### src/rtl/alu_cmd_sequencer.sv
// Command FIFO + issue/response sequencer driving a combinational 4-bit alu, with result accumulator.
// Optional STICKY_FLAGS_EN: accumulate carry/overflow into sticky_cv, cleared by clr_sticky.
module alu_cmd_sequencer #(
  parameter int W          = 4,
  parameter int FIFO_DEPTH = 4
) (
  input  logic         clk,
  input  logic         rst_n,
  input  logic         cmd_valid,
  output logic         cmd_ready,
  input  logic [2:0]   cmd_op,
  input  logic [W-1:0] cmd_a,
  input  logic [W-1:0] cmd_b,
  input  logic         cmd_use_acc,
  output logic [W-1:0] alu_in1,
  output logic [W-1:0] alu_in2,
  output logic [2:0]   alu_op,
  input  logic [W-1:0] alu_out,
  input  logic [3:0]   alu_flags,
  output logic         rsp_valid,
  input  logic         rsp_ready,
  output logic [W-1:0] rsp_data,
  output logic [3:0]   rsp_flags,
  output logic [W-1:0] acc,
  output logic         busy,
  input  logic         clr_sticky,
  output logic [1:0]   sticky_cv
);
  localparam int AW = $clog2(FIFO_DEPTH);
  localparam int CW = AW + 1;

  typedef struct packed {
    logic [2:0]   op;
    logic [W-1:0] a;
    logic [W-1:0] b;
    logic         use_acc;
  } cmd_t;

  typedef enum logic [1:0] {IDLE, ISSUE, RESP} state_t;

  cmd_t            fifo_q [FIFO_DEPTH];
  logic [AW-1:0]   wr_ptr_q, rd_ptr_q;
  logic [CW-1:0]   count_q;
  state_t          state_q;
  logic [W-1:0]    in1_q, in2_q, rsp_data_q, acc_q;
  logic [2:0]      op_q;
  logic [3:0]      rsp_flags_q;
  logic            rsp_valid_q;

  cmd_t cmd_in, head;
  logic empty, full, push, pop;

  assign cmd_in = '{op: cmd_op, a: cmd_a, b: cmd_b, use_acc: cmd_use_acc};
  assign head   = fifo_q[rd_ptr_q];
  assign empty  = (count_q == '0);
  assign full   = (count_q == CW'(FIFO_DEPTH));
  assign push   = cmd_valid && !full;
  // Pop only where the FSM loads the issue regs: from IDLE, or on a RESP handshake.
  assign pop    = !empty && (state_q == IDLE || (state_q == RESP && rsp_ready));

  always_ff @(posedge clk or negedge rst_n) begin
    if (!rst_n) begin
      wr_ptr_q <= '0;
      rd_ptr_q <= '0;
      count_q  <= '0;
      for (int i = 0; i < FIFO_DEPTH; i++) fifo_q[i] <= '0;
    end else begin
      if (push) begin
        fifo_q[wr_ptr_q] <= cmd_in;
        wr_ptr_q         <= wr_ptr_q + AW'(1);
      end
      if (pop) rd_ptr_q <= rd_ptr_q + AW'(1);
      if (push && !pop)      count_q <= count_q + CW'(1);
      else if (pop && !push) count_q <= count_q - CW'(1);
    end
  end

  always_ff @(posedge clk or negedge rst_n) begin
    if (!rst_n) begin
      state_q     <= IDLE;
      in1_q       <= '0;
      in2_q       <= '0;
      op_q        <= '0;
      rsp_data_q  <= '0;
      rsp_flags_q <= '0;
      acc_q       <= '0;
      rsp_valid_q <= 1'b0;
    end else begin
      case (state_q)
        IDLE: begin
          if (pop) begin
            in1_q   <= head.use_acc ? acc_q : head.a;
            in2_q   <= head.b;
            op_q    <= head.op;
            state_q <= ISSUE;
          end
        end
        ISSUE: begin
          rsp_data_q  <= alu_out;
          acc_q       <= alu_out;
          rsp_flags_q <= alu_flags;
          rsp_valid_q <= 1'b1;
          state_q     <= RESP;
        end
        RESP: begin
          if (rsp_ready) begin
            rsp_valid_q <= 1'b0;
            if (pop) begin
              // acc_q already holds the result just handed off, so chaining sees it here.
              in1_q   <= head.use_acc ? acc_q : head.a;
              in2_q   <= head.b;
              op_q    <= head.op;
              state_q <= ISSUE;
            end else begin
              state_q <= IDLE;
            end
          end
        end
        default: state_q <= IDLE;
      endcase
    end
  end

`ifdef STICKY_FLAGS_EN
  logic [1:0] sticky_q;
  logic       capture;
  assign capture = (state_q == ISSUE);

  always_ff @(posedge clk or negedge rst_n) begin
    if (!rst_n)          sticky_q <= '0;
    else if (clr_sticky) sticky_q <= capture ? {alu_flags[1], alu_flags[0]} : 2'b00;
    else if (capture)    sticky_q <= sticky_q | {alu_flags[1], alu_flags[0]};
  end
  assign sticky_cv = sticky_q;
`else
  logic unused_clr_sticky;
  assign unused_clr_sticky = clr_sticky;
  assign sticky_cv = 2'b00;
`endif

  assign cmd_ready = !full;
  assign busy      = (state_q != IDLE) || !empty;
  assign alu_in1   = in1_q;
  assign alu_in2   = in2_q;
  assign alu_op    = op_q;
  assign rsp_valid = rsp_valid_q;
  assign rsp_data  = rsp_data_q;
  assign rsp_flags = rsp_flags_q;
  assign acc       = acc_q;
endmodule
### config.mk
export PLATFORM = sky130hd
export DESIGN_NAME = alu_cmd_sequencer
export DESIGN_NICKNAME = d
export VERILOG_FILES = /design/src/rtl/alu_cmd_sequencer.sv
export SDC_FILE = /design/constraint.sdc
export NUM_CORES = 1
export LEC_CHECK = 0
export ABC_AREA = 1
export CAP_MARGIN = 10
export CORE_MARGIN = 4
export CORE_UTILIZATION = 45
export CTS_CLUSTER_SIZE = 40
export DETAILED_ROUTE_END_ITERATION = 6
export DONT_BUFFER_PORTS = 1
export SLEW_MARGIN = 15
export SYNTH_ARGS = -nofsm -noshare
export SYNTH_HDL_FRONTEND = slang
export SYNTH_SLANG_ARGS = --single-unit
### constraint.sdc
create_clock -name clk -period 2.5 [get_ports clk]
set_input_delay 0.25 -clock clk [delete_from_list [all_inputs] [get_ports clk]]
set_output_delay 0.25 -clock clk [all_outputs]
set_load 0.05 [all_outputs]
==> impl_metrics.ini <==
[outcome]
outcome = complete, no violations

[yosys]
syn_inst = 394
synth_ff_type = dfrtp_1
synthTopCellsByCount = nand2_1, dfrtp_1, inv_1
synth_cell_types = 28
syn-cell-area_um2 = 3650
async_flop_share_pct = 100
synth_area_leaders = dfrtp_1, nand2_1, o21ai_2, inv_1, o21ai_1
yosys_warnings = 0
synth_top_cell_area_share_pct = 52.7
ys_ff_latch = 77
yosysSeqAreaShare_pct = 52.7
synth_top_area_cell = dfrtp_1
yosysMostFrequentCell = nand2_1
synth_edf_count = 0
syn_area_per_cell_um2 = 9.27

[timing]
clock.fmax_mhz = 492
min_period_ns = 2.03
layout_setup_ws_ns = 0.468
fin_tns_setup_ns = 0
rsz0062_at_grt = no
hold_slack_ns = 0.0562
setup-violations-final = 0
tightest_slew_ns = 0.934
fin_crit_sh_pct = 81.3
relSlewSlack_pct = 37.7
fin_worst_skew_ns = 0.0109
finalHoldViolCount = 0
maxSlewViolCount = 0

[cells_and_area]
fin_nets = 419
diodes = 0
final_layout_size_suffix_gt1_share_pct = 15.8
finalNonFillerCells = 495
area_growth_pct = 5.48
fin_util_pct = 49.4

[routing]
viasPerCell = 4.94
ant_nets = 0
drtIter0Drc = 124
drc = 0
wl_per_cell_um = 14.3
drt-pass1-iter-count = 4
routed_wl_mm = 7.07
vias = 2443

[clock_tree]
cts_sinks = 77
cts_tree = done
cts_buffers = 9
cts.reportedPaths.clkPinSlew_ns = 0.08
cts_buffer_depth = 2
cts.repair.resized = 0
post_cts_buffers = 0
clk_root_buffer_cell = clkbuf_8
htree_levels = 3
clk_latency_ns = 0.34

[grt]
grt_pass1_vias = 2337
grt_max_degree = 78
antenna_found_initial = 0
grt_pass1_wl_mm = 11.9
globalRouteOverflowTotal = 0
track_usage_pct = 15.6

[pwr]
leakage_nw = 1.94
p_per_area_nw_per_um2 = 1570
vdd.ir_drop.worst_mv = 0.481

[floorplanning]
pin_count = 53
die_h_um = 98.1
rows = 32
die_w_um = 98.1
dieArea_um2 = 9620
initial_core_util_pct = 46.8
core_um2 = 7810

[setup_path]
cp_max_fo = 7
regToRegStartpoint = count_q[0]$_DFFE_PN0P_
cp.required_ns = 2.71
crit_arrival_ns = 2.24
reg2reg_to = count_q[2]$_DFFE_PN0P_
r2r_slack_ns = 0.47
path_class = flop to flop
critPathLaunch = count_q[0]$_DFFE_PN0P_
cp-start-kind = flop
worstSetupEndpointType = flop
r2r_cells = 10

[place]
numPortBuffers = 0
place_congestion = 0.724
pre_cts_ws_ns = 0.474
hpwlAfterDp_mm = 4.44
placedCellCount = 477

[worst_hold_path]
min_to = acc[1]$_DFFE_PN0P_
hold_depth = 1
hold_start = alu_out[1]
hold_path.class = primary input to flop

[flow_run]
drv_cap = 0
-- per-stage QoR --
stage	power (mW)	area, um^2
CTS	6.11	3850
global route	6.55	3850
global placement	5.00	3610
detailed placement	5.07	3610
finish	6.06	3850
floorplan	4.74	3660
-- worst max-delay path, stage by stage, from the launching register on --
cell and delay [ns]:
dfrtp_1 0.43, inv_2 0.07, nand3_4 0.19, nand2_4 0.11
inv_8 0.10, ha_1 0.14, inv_1 0.06, fa_1 0.38
a21oi_1 0.15, o21ai_0 0.12, xor2_1 0.16
-- area by class of cell --
type / instances / area (um^2)
repair buffers: 5 / 60.1
clock buffers: 11 / 131
flip-flops and latches: 77 / 1930
multi-input cells: 254 / 1370
clock inverters: 5 / 75.1
well taps: 102 / 128
fillers: 757 / 3950
inverters: 41 / 164
-- logic make-up after synthesis --
logic type,share of synthesized area [%]
compound gates,12.9
xor+xnor,0.959
fa+ha+maj,2.26
buf+inv,9.90
flops,52.7
mux,2.47
other cells,0.103
simple gates,18.7
-- sequential cells by signal, indices dropped and copies added, names as in the netlist --
name and cells:
alu_in2 4, rsp_valid 1, state_q 2, rsp_flags 4, alu_in1 4, alu_op 3, wr_ptr_q 2, fifo_q 48
count_q 3, rd_ptr_q 2, acc 4
-- power breakdown --
group | switching [mW] | leakage (nW) | internal, mW | total (mW)
sequential | 1.03 | 0.951 | 1.83 | 2.86
clock | 0.444 | 0.107 | 0.559 | 1.00
combinational | 1.39 | 0.883 | 0.817 | 2.20
-- cells in the final DEF, fill, tap and decap left out, drive strengths merged, types with 2 or more instances in the layout --
cell type | Yosys | final
a21oi | 4 | 4
buf | 23 | 4
bufinv | 0 | 2
clkbuf | 0 | 11
clkinv | 0 | 3
conb | 1 | 2
dfrtp | 77 | 77
ha | 5 | 5
inv | 41 | 41
mux2 | 8 | 8
nand2 | 122 | 122
nand3 | 16 | 16
nor2 | 18 | 18
o21ai | 65 | 65
o22ai | 7 | 7
xor2 | 3 | 3
-- layer usage --
layer | up-vias | global-route usage [%] | wire (um)
met3 | 6 | 4.36 | 400
met5 | - | 0 | 0
li1 | 1233 | - | -
met2 | 53 | 21.9 | 2980
met4 | 0 | 5.75 | 80
met1 | 1151 | 22.8 | 3610
-- what timing repair did --
action,CTS,global route
hold buffers,2,0
hold endpoints to repair,77,0
endpoints found under the setup margin,0,0
-- worst max path at each step --
stage	end	slack, ns
floorplan	count_q[2]$_DFFE_PN0P_	0.54
global placement	count_q[2]$_DFFE_PN0P_	0.54
detailed placement	count_q[2]$_DFFE_PN0P_	0.47
CTS	count_q[2]$_DFFE_PN0P_	0.47
global route	count_q[2]$_DFFE_PN0P_	0.24
finish	count_q[2]$_DFFE_PN0P_	0.47
No activity file was read; power rests on OpenSTA's default activity.
==> edit 1, RTL diff (config.mk and constraints unchanged) <==
Put one more register stage on the output `rsp_flags`, cleared by the reset. The value now appears one clock later. The other outputs are not delayed to match.
--- a/src/rtl/alu_cmd_sequencer.sv
+++ b/src/rtl/alu_cmd_sequencer.sv
@@ -146,5 +146,11 @@
   assign rsp_valid = rsp_valid_q;
   assign rsp_data  = rsp_data_q;
-  assign rsp_flags = rsp_flags_q;
+  always_ff @(posedge clk or negedge rst_n) begin
+    if (!rst_n) begin
+      rsp_flags <= '0;
+    end else begin
+      rsp_flags <= rsp_flags_q;
+    end
+  end
   assign acc       = acc_q;
 endmodule
Function: changed (Yosys sat finds a counterexample within 4 cycles, from zero or initial values and one cycle with rst_n low).
==> edit 1 against the unedited design <==
  * Worst setup slack better by 0.045 ns
  * Clock skew up 0.0017 ns
  * Synthesized area is 5.5% higher
  * Sequential share of layout area shrank 0.75 points
  * Final area rose by 6.8%
  * Sequential cell count up 4
  * Cell count rose by 1.4%
  * Total power is 7.9% higher
  * Routed wire length grew 5.4%
  * Critical path type unchanged
==> edit 1: results (changes against the unedited design) <==
r2r_setup_slack_ns: 0.51  # +0.04 ns
synth_common_cells: "nand2_1 (115), dfrtp_1 (81), o21ai_2 (48)"
route.met2.wl_um: 3380  # +13%
dr_wl_met3_um: 488  # +22%
gr-usage-met3: 0.0471  # +0.00349
irDropWorstVdd_uv: 428  # -11%
drt-met1-wl_um: 3510  # -2.9%
arrival_ns: 2.21  # -0.03 ns
max_slew_margin: 0.368  # -0.00902
final.period_utilization: 0.795  # -0.0179
grt_pass1_wl_um: 12500  # +4.8%
fill_cells: 797  # +5.3%
gp_congestion: 0.737  # +1.9%
fin_hold_ws_ns: 0.0454  # -0.0109 ns
powerClk_mw: 1.25  # +25%
hpwl_um: 4790  # +7.8%
p_per_area_mw_per_mm2: 1590  # +1.0%
layout-drive-gt1-share: 0.229  # +0.0715
final_cells: 502  # +1.4%
power_switching_mw: 2.98  # +4.3%
status: "finished, final reports clean"
grt_util_met1: 0.213  # -0.0154
postPlaceCellArea_mm2: 0.00381  # +5.6%
fin_util: 0.498  # +0.00474
final_nets: 423  # +0.95%
avgSynthCellArea_um2: 9.69  # +4.5%
synthTopCellsByArea: "dfrtp_1 (53%), nand2_1 (11%), o21ai_2 (11%)"
grt_util_met2: 0.243  # +0.0243
yosys.cell_types.count: 27  # -3.6%
viasPerCell: 5.03  # +2.0%
skew_ns: 0.0127  # +0.00173 ns
dp.cells: 484  # +1.5%
leakagePower_nw: 2.05  # +5.7%
min_from: "alu_out[0]"
grt_max_degree: 82  # +5.1%
grt_pass1_vias: 2500  # +7.0%
min_to: "acc[0]$_DFFE_PN0P_"
pre_cts_ws_ns: 0.501  # +0.0270 ns
grtUsageTotal: 0.159  # +0.00322
edit 1: final cells by class:
| class | instances | area share |
|---|---|---|
| Clock buffer | 9 | 0.0301 |
| Sequential cell | 81 | 0.493 |
| Timing Repair Buffer | 5 | 0.0146 |
| Multi-Input combinational cell | 254 | 0.356 |
| Tap cell | 105 | 0.0319 |
| Clock inverter | 7 | 0.0347 |
| Inverter | 41 | 0.0398 |
edit 1: worst reg2reg max path, stage by stage, from the launching register on:
cell	delay [ns]
dfrtp_1	0.43
inv_2	0.07
nand3_4	0.19
nand2_4	0.10
inv_8	0.10
ha_1	0.14
inv_1	0.06
fa_1	0.38
a21oi_1	0.14
o21ai_0	0.11
xor2_1	0.15
edit 1: cell families after synthesis:
kind of cell / Yosys count / share of synthesized area
simple gates: 158 / 0.177
flops: 81 / 0.526
compound gates: 76 / 0.148
buf+inv: 64 / 0.0951
mux: 8 / 0.0234
fa+ha+maj: 6 / 0.0214
xor+xnor: 4 / 0.00909
other cells: 1 / 0.000972
==> edit 2, RTL diff (config.mk and constraints unchanged) <==
Made on the original files. The parameter `W` goes from 4 to 6.
--- a/src/rtl/alu_cmd_sequencer.sv
+++ b/src/rtl/alu_cmd_sequencer.sv
@@ -2,5 +2,5 @@
 // Optional STICKY_FLAGS_EN: accumulate carry/overflow into sticky_cv, cleared by clr_sticky.
 module alu_cmd_sequencer #(
-  parameter int W          = 4,
+  parameter int W          = 6,
   parameter int FIFO_DEPTH = 4
 ) (
Interface: changed (7 resized); port bits go from 53 to 67. No check against the original RTL was run, so the function may have changed too.
==> edit 2 against the unedited design <==
  * The run now ends with negative hold slack left
  * Synthesized area grew 27%
  * Routed wire length grew 33%
  * Fmax grew 1.4%
  * Total power grew 25%
  * Combinational power grew 21%
  * Count of clock-buffer cells in the layout is the same
  * Worst setup slack gained 0.029 ns
  * Sequential cell count grew 22
  * Sequential share of layout area grew 1.8 points
  * Cell count grew 28%
  * Clock skew shrank 0.0078 ns
  * Final area grew 24%
  * Critical endpoint unchanged
  * Largest power group unchanged
  * Highest routed layer unchanged
==> edit 2: results (changes against the unedited design) <==
grt_max_degree: 100  # +28%
worstPathMaxFanout: 7  # unchanged
final_common_cell: "nand2_1"
pre_cts_ws_ns: 0.491  # +0.0167 ns
hpwl_um: 6000  # +35%
top_register: "fifo_q"
avgSynthCellArea_um2: 9.03  # -2.6%
fin_hold_ws_ns: -0.422  # -0.478 ns
status: "finished, violations left"
wirelength_um: 9440  # +33%
cp_slowest_cell: "dfrtp_1"
hold_viol: 99  # +99
detail_route.iter0.violations: 198  # +60%
max_stage_delay_ns: 0.43  # about the same
dp.cells: 618  # +30%
yosys.cell_types.count: 29  # +3.6%
rows: 36  # +13%
critical_path.top_delay_family: "adder cells"
irDropWorstVdd_uv: 581  # +21%
worst_pin_slew_ns: 0.966  # +0.0312 ns
largest_reg_flops: 64  # +33%
fill_cells: 963  # +27%
numPortBuffers: 0  # unchanged
grtUsageTotal: 0.167  # +0.0118
ctsHtreeMaxLevel: 3  # unchanged
layout-drive-gt1-share: 0.110  # -0.0480
failed_checks: "negative hold slack"
grt_pass1_vias: 3044  # +30%
root_buffer: "clkbuf_8"
leakagePower_nw: 2.42  # +25%
ant_nets: 0  # unchanged
clock_latency_ns: 0.36  # +0.02 ns
cts.clk_slew.worst_paths_ns: 0.09
dr.pass1.iters: 5  # +1
grt_pass1_wl_um: 15300  # +28%
final_nets: 533  # +27%
viasPerCell: 4.97  # +0.64%
yosys_most_used_dff: "dfrtp_1"
postPlaceCellArea_mm2: 0.00455  # +26%
wl_per_cell_um: 14.9  # +4.1%
antenna_found_initial: 0  # unchanged
seq_area_frac_synth: 0.534  # +0.00644
worst_hold_path_type: "in2async"
cts_resized: 0  # unchanged
skew_ns: 0.00315  # -0.00780 ns
gp_congestion: 0.784  # +8.3%
yosys_warnings: 0  # unchanged
synth_common_cells: "nand2_1 (157), dfrtp_1 (99), o21ai_1 (55)"
critical_path.startpoint: "count_q[0]$_DFFE_PN0P_"
clockBufferDepth: 2  # unchanged
synthTopCellsByArea: "dfrtp_1 (53%), nand2_1 (13%), o21ai_1 (5.9%)"
## edit 2: logic make-up after synthesis
group | after synthesis | share of synthesized area
flip-flops | 99 | 0.534
AO/OA/AOI/OAI | 98 | 0.116
other | 1 | 0.000808
XOR/XNOR | 4 | 0.00755
adder cells (fa/ha/maj) | 6 | 0.0178
buffers and inverters | 86 | 0.107
multiplexers | 10 | 0.0243
AND/OR/NAND/NOR | 210 | 0.193
## edit 2: worst paths after layout
| kind | end | slack (ns) |
|---|---|---|
| max | count_q[2]$_DFFE_PN0P_ | 0.50 |
| min | alu_in2[2]$_DFFE_PN0P_ | -0.42 |
| max reg2reg | count_q[2]$_DFFE_PN0P_ | 0.50 |
| min reg2reg | fifo_q[26]$_DFFE_PN0P_ | 0.49 |
| max in group asynchronous | rsp_flags[1]$_DFFE_PN0P_ | 2.74 |
| min in group clk | acc[5]$_DFFE_PN0P_ | 0.04 |
## edit 2: where the power goes
group / switching, mW / internal, mW
registers: 1.42 / 2.34
clock network: 0.526 / 0.613
logic: 1.68 / 0.992
total: 3.62 / 3.95
## edit 2: timing repair
action	in CTS	in global routing
endpoints found under the setup margin	0	0
buffers inserted	0	0
hold endpoints to repair	99	99
## edit 2: layout make-up
class                      instances  area [um^2]  area share
inverter                          53          214      0.0448
tap                              133          166      0.0348
timing repair buffer               3         22.5     0.00471
clock inverter                     5         75.1      0.0157
sequential                        99         2480       0.518
multi-input combinational        330         1670       0.350
clock buffer                      11          151      0.0317
## edit 2: metal layers
layer / vias up / track usage / wire length [um]
met4: 0 / 0.0588 / 97
met5: - / 0 / 0
met3: 7 / 0.0452 / 641
met1: 1480 / 0.233 / 4480
li1: 1580 / - / -
met2: 82 / 0.252 / 4220
